==> config.mk <==
export PLATFORM = sky130hd
export DESIGN_NAME = ysyx_24110015_lsu
export DESIGN_NICKNAME = d
export VERILOG_FILES = /design/src/rtl/ysyx_24110015_lsu.sv
export SDC_FILE = /design/constraint.sdc
export NUM_CORES = 1
export LEC_CHECK = 0
export CAP_MARGIN = 20
export CORE_UTILIZATION = 42
export CTS_CLUSTER_DIAMETER = 50
export DETAILED_ROUTE_END_ITERATION = 6
export DONT_BUFFER_PORTS = 1
export SLEW_MARGIN = 25
export SYNTH_ARGS = -nofsm -noshare
export SYNTH_HDL_FRONTEND = slang
export SYNTH_SLANG_ARGS = --single-unit
==> constraint.sdc <==
create_clock -name clk -period 2.3 [get_ports clk]
set_clock_uncertainty 0.15 [all_clocks]
set_input_delay 0.115 -clock clk [delete_from_list [all_inputs] [get_ports clk]]
set_output_delay 0.115 -clock clk [all_outputs]
set_load 0.01 [all_outputs]
==> src/rtl/ysyx_24110015_lsu.sv <==
// Load/store unit: EXU-facing request/response handshake driving a single-port SRAM.
// One request in flight; load data is aligned and extended, and store data is replicated across byte lanes.
module ysyx_24110015_lsu #(
  parameter int unsigned ADDR_WIDTH = 32,
  parameter int unsigned DATA_WIDTH = 32
) (
  input  logic                  clk,
  input  logic                  rst_n,
  input  logic                  req_valid,
  output logic                  req_ready,
  input  logic                  req_wen,
  input  logic [ADDR_WIDTH-1:0] req_addr,
  input  logic [DATA_WIDTH-1:0] req_wdata,
  input  logic [1:0]            req_size,
  input  logic                  req_unsigned,
  output logic                  resp_valid,
  input  logic                  resp_ready,
  output logic [DATA_WIDTH-1:0] resp_rdata,
  output logic                  resp_err,
  output logic                  mem_ren,
  output logic [ADDR_WIDTH-1:0] mem_raddr,
  input  logic [DATA_WIDTH-1:0] mem_rdata,
  output logic                  mem_wen,
  output logic [ADDR_WIDTH-1:0] mem_waddr,
  output logic [DATA_WIDTH-1:0] mem_wdata,
  output logic [3:0]            mem_wmask
);

  localparam int unsigned LANES = DATA_WIDTH / 8;

  typedef enum logic [2:0] {IDLE, RD_ISSUE, RD_DATA, WR, RESP} state_t;

  state_t          state;
  logic [1:0]      off_q;
  logic [1:0]      size_q;
  logic            uns_q;

  logic                  req_err_c;
  logic [ADDR_WIDTH-1:0] word_addr_c;
  logic [DATA_WIDTH-1:0] st_data_c;
  logic [LANES-1:0]      st_mask_c;
  logic [DATA_WIDTH-1:0] ld_shift_c;
  logic [DATA_WIDTH-1:0] ld_data_c;

  assign req_ready   = (state == IDLE);
  assign word_addr_c = {req_addr[ADDR_WIDTH-1:2], 2'b00};

  // Size legality and natural alignment of the incoming request
  always_comb begin
    req_err_c = 1'b0;
    case (req_size)
      2'd0:    req_err_c = 1'b0;
      2'd1:    req_err_c = req_addr[0];
      2'd2:    req_err_c = |req_addr[1:0];
      default: req_err_c = 1'b1;
    endcase
  end

  // Store data replicated into every lane the mask may select
  always_comb begin
    st_data_c = req_wdata;
    st_mask_c = 4'hF;
    case (req_size)
      2'd0: begin
        st_data_c = {4{req_wdata[7:0]}};
        st_mask_c = 4'b0001 << req_addr[1:0];
      end
      2'd1: begin
        st_data_c = {2{req_wdata[15:0]}};
        st_mask_c = 4'b0011 << req_addr[1:0];
      end
      default: begin
        st_data_c = req_wdata;
        st_mask_c = 4'hF;
      end
    endcase
  end

  // Load alignment and sign/zero extension of the returned SRAM word
  always_comb begin
    ld_shift_c = mem_rdata >> {off_q, 3'b000};
    ld_data_c  = ld_shift_c;
    case (size_q)
      2'd0:    ld_data_c = {{24{ld_shift_c[7] & ~uns_q}}, ld_shift_c[7:0]};
      2'd1:    ld_data_c = {{16{ld_shift_c[15] & ~uns_q}}, ld_shift_c[15:0]};
      default: ld_data_c = ld_shift_c;
    endcase
  end

  always_ff @(posedge clk or negedge rst_n) begin
    if (!rst_n) begin
      state      <= IDLE;
      off_q      <= 2'b00;
      size_q     <= 2'b00;
      uns_q      <= 1'b0;
      resp_valid <= 1'b0;
      resp_err   <= 1'b0;
      resp_rdata <= '0;
      mem_ren    <= 1'b0;
      mem_raddr  <= '0;
      mem_wen    <= 1'b0;
      mem_waddr  <= '0;
      mem_wdata  <= '0;
      mem_wmask  <= 4'h0;
    end else begin
      // Memory enables are single-cycle pulses
      mem_ren <= 1'b0;
      mem_wen <= 1'b0;
      case (state)
        IDLE: begin
          if (req_valid) begin
            off_q  <= req_addr[1:0];
            size_q <= req_size;
            uns_q  <= req_unsigned;
            if (req_err_c) begin
              resp_valid <= 1'b1;
              resp_err   <= 1'b1;
              resp_rdata <= '0;
              state      <= RESP;
            end else if (req_wen) begin
              mem_wen   <= 1'b1;
              mem_waddr <= word_addr_c;
              mem_wdata <= st_data_c;
              mem_wmask <= st_mask_c;
              state     <= WR;
            end else begin
              mem_ren   <= 1'b1;
              mem_raddr <= word_addr_c;
              state     <= RD_ISSUE;
            end
          end
        end
        RD_ISSUE: state <= RD_DATA;
        RD_DATA: begin
          resp_rdata <= ld_data_c;
          resp_err   <= 1'b0;
          resp_valid <= 1'b1;
          state      <= RESP;
        end
        WR: begin
          resp_rdata <= '0;
          resp_err   <= 1'b0;
          resp_valid <= 1'b1;
          state      <= RESP;
        end
        RESP: begin
          if (resp_ready) begin
            resp_valid <= 1'b0;
            state      <= IDLE;
          end
        end
        default: state <= IDLE;
      endcase
    end
  end

endmodule

==> metrics.cfg <==
[outcome]
status = finished, violations left
violations = hold timing

[critical_path]
reg2reg_depth = 5
cp.arrival_ns = 2.32
crit_chain = dlygate4sd3_1 > mux2i_1 > nor2_1 > a21oi_1 > dlygate4sd3_1 > o21ai_0
startpoint_type = primary input
worst_path_max_delay_cell = dlygate4sd3_1
crit_fanout = 12
cp-end-kind = flip-flop
slowest_delay_ns = 1.02
worst-setup-path-type = in -> reg
worst_path_most_repeated_cell = dlygate4sd3_1
worstPathRequired_ns = 2.43

[synth]
synth-main-ff-cell = dfrtp_1
yosysWarnings = 0
avgSynthCellArea_um2 = 12.43
syn_inst = 499
ys_seq_area_share_pct = 56.50
synth_cell_types = 39
ys_ff_latch = 140
async_flop_share_pct = 100.0
syn_area_um2 = 6201
synth_edf_count = 0

[power]
seqPwrFrac_pct = 48.4
pwr-share-clk_pct = 26.4
p_comb_share_pct = 25.2
leakage_nw = 3.666
netSwitchingPower_mw = 3.574
swShare_pct = 34.34
p_total_mw = 10.41
p_int_mw = 6.833
powerDensity_nw_per_um2 = 1290
peakVddDrop_v = 0.0006880

[grt]
first_global_vias = 4632
grt_max_degree = 141
grt_pass1_wl_um = 25040
antenna_found_initial = 0
grt.overflow.total = 0
grt_usage_pct = 22.17

[cells_and_area]
num-nets-final = 709
final_common_cell = dfrtp_1
area_growth_pct = 30.10
multi_input_area_um2 = 2491
layout_common_cells = dfrtp_1 (140), dlygate4sd3_1 (109), mux2_2 (73)
seqCellArea_um2 = 3503
fillers = 1187
n_antenna_cell = 0
final_layout_size_suffix_gt1_share_pct = 20.36

[die]
start_util_pct = 42.83
ios = 241
fp.dieW_um = 123.5
die_y_um = 123.5
placementRows = 44
coreArea_um2 = 14480
dieArea_um2 = 15250

[placed_design]
routabilityCongestion = 0.7738
port_buffers = 0
hpwlAfterDp_um = 10330

[route]
drt_iter0_drc = 209
wl_per_cell_um = 20.81
vias = 4451
vias_per_cell = 5.578
ant_nets = 0
dr.pass1.iters = 5
route.detailed.drc = 0
wirelength_um = 16610

[clock_network]
cts-root-buf = clkbuf_16
cts_made_buffers = 17
clk_pin_slew_ns = 0.06
cts_sinks = 140
clk_path_buf_depth = 2
insertion_delay_ns = 0.41
postCtsSetupBuffers = 0
ctsHoldBuffers = 110
cts_max_level = 4
cts_tree = built

[timing]
fmax_mhz = 455.5
finalCritPeriodShare_pct = 95.45
tns_ns = 0
rsz0062_at_grt = false
hold_slack_ns = -0.7531
report.final.setup_viol = 0
relSlewSlack_pct = 45.72
drv_slew = 0
worst_pin_slew_ns = 0.8125
final_hold_viol_count = 140
period_needed_ns = 2.195

[run]
drv_cap = 0

[hold_path]
hold_class = in -> async

[cells in the mapped netlist, types with 2 or more instances]
cell type / instances / area share, %
a211o_1: 15 / 2.1
a21oi_1: 20 / 1.6
a221o_1: 8 / 1.3
a31oi_1: 3 / 0.30
a32o_1: 7 / 1.1
buf_2: 14 / 1.1
buf_4: 5 / 0.61
buf_6: 3 / 0.54
clkbuf_1: 16 / 0.97
dfrtp_1: 140 / 56
inv_1: 5 / 0.30
mux2_2: 73 / 13
mux2i_1: 43 / 6.9
nand2_1: 34 / 2.1
nand3b_1: 10 / 1.2
nor2_1: 28 / 1.7
nor2b_1: 9 / 0.91
nor3_1: 4 / 0.32
o21ai_0: 34 / 2.7
o2bb2ai_1: 8 / 1.1
or2_2: 2 / 0.20
[cell families after synthesis]
| group | synth area share, % |
|---|---|
| flip-flops | 56.50 |
| multiplexers | 20.56 |
| AO/OA/AOI/OAI | 11.40 |
| AND/OR/NAND/NOR | 7.869 |
| buffers and inverters | 3.612 |
| other | 0.06047 |
[path summary, 6_finish.rpt]
path                                    start  slack, ns             end
worst max-delay path              req_size[0]       0.10   mem_wdata[26]
worst min-delay path                    rst_n      -0.75   resp_rdata[4]
worst max register to register       off_q[0]       0.12   resp_rdata[5]
worst min register to register   mem_wmask[0]       0.39    mem_wmask[0]
max in group asynchronous               rst_n       2.50    mem_waddr[6]
min in group clk                mem_rdata[15]       0.04  resp_rdata[15]
[through the flow]
step / area (µm²) / setup slack [ns] / util (%) / cells
after global routing: 8068 / 0.01522 / 55.72 / 798
after global placement: 6366 / 0.3119 / 43.97 / 660
after floorplan: 6212 / 0.3037 / - / 502
after CTS: 8064 / 0.08438 / 55.69 / 798
final: 8068 / 0.1047 / 55.72 / 798
after detailed placement: 6366 / 0.2551 / 43.97 / 660
[what timing repair did]
action                                 CTS  global route
setup endpoints to repair                0             6
resized for setup                        0             1
endpoints found under the hold margin  277           140
[critical path: cells and delay by family]
| kind | cells | cell delay (ns) |
|---|---|---|
| buf+inv | 2 | 1.57 |
| mux | 1 | 0.37 |
| compound gates | 2 | 0.18 |
| simple gates | 1 | 0.07 |
[state kept, by name (all words and copies together) (netlist names)]
name	flops
mem_raddr	30
mem_ren	1
mem_waddr	30
mem_wdata	32
mem_wen	1
mem_wmask	4
off_q	2
resp_err	1
resp_rdata	32
resp_valid	1
size_q	2
state	3
uns_q	1
[layer usage]
layer,share of wire [%],up-vias,global-route usage [%]
li1,-,1995,-
met1,40,2245,26.32
met2,50,185,36.10
met3,8.1,26,8.349
met4,1.9,0,9.036
met5,0,-,0
[area by class of cell]
cell class | count | share of cell area (%)
inverter | 5 | 0.2326
timing repair buffer | 123 | 15.34
multi-input combinational | 318 | 30.88
clock buffer | 21 | 5.831
sequential | 140 | 43.42
clock inverter | 7 | 1.442
tap | 184 | 2.854
[power by group through the flow]
| stage | logic [mW] | registers, mW | clock network [mW] |
|---|---|---|---|
| global placement | 2.19 | 5.05 | 0 |
| finish | 2.62 | 5.04 | 2.74 |
| floorplan | 1.94 | 4.72 | 0 |
| CTS | 2.59 | 5.05 | 2.81 |
| global route | 2.89 | 5.20 | 2.91 |
| detailed placement | 2.30 | 5.07 | 0 |
No activity file was read; power rests on OpenSTA's default activity.
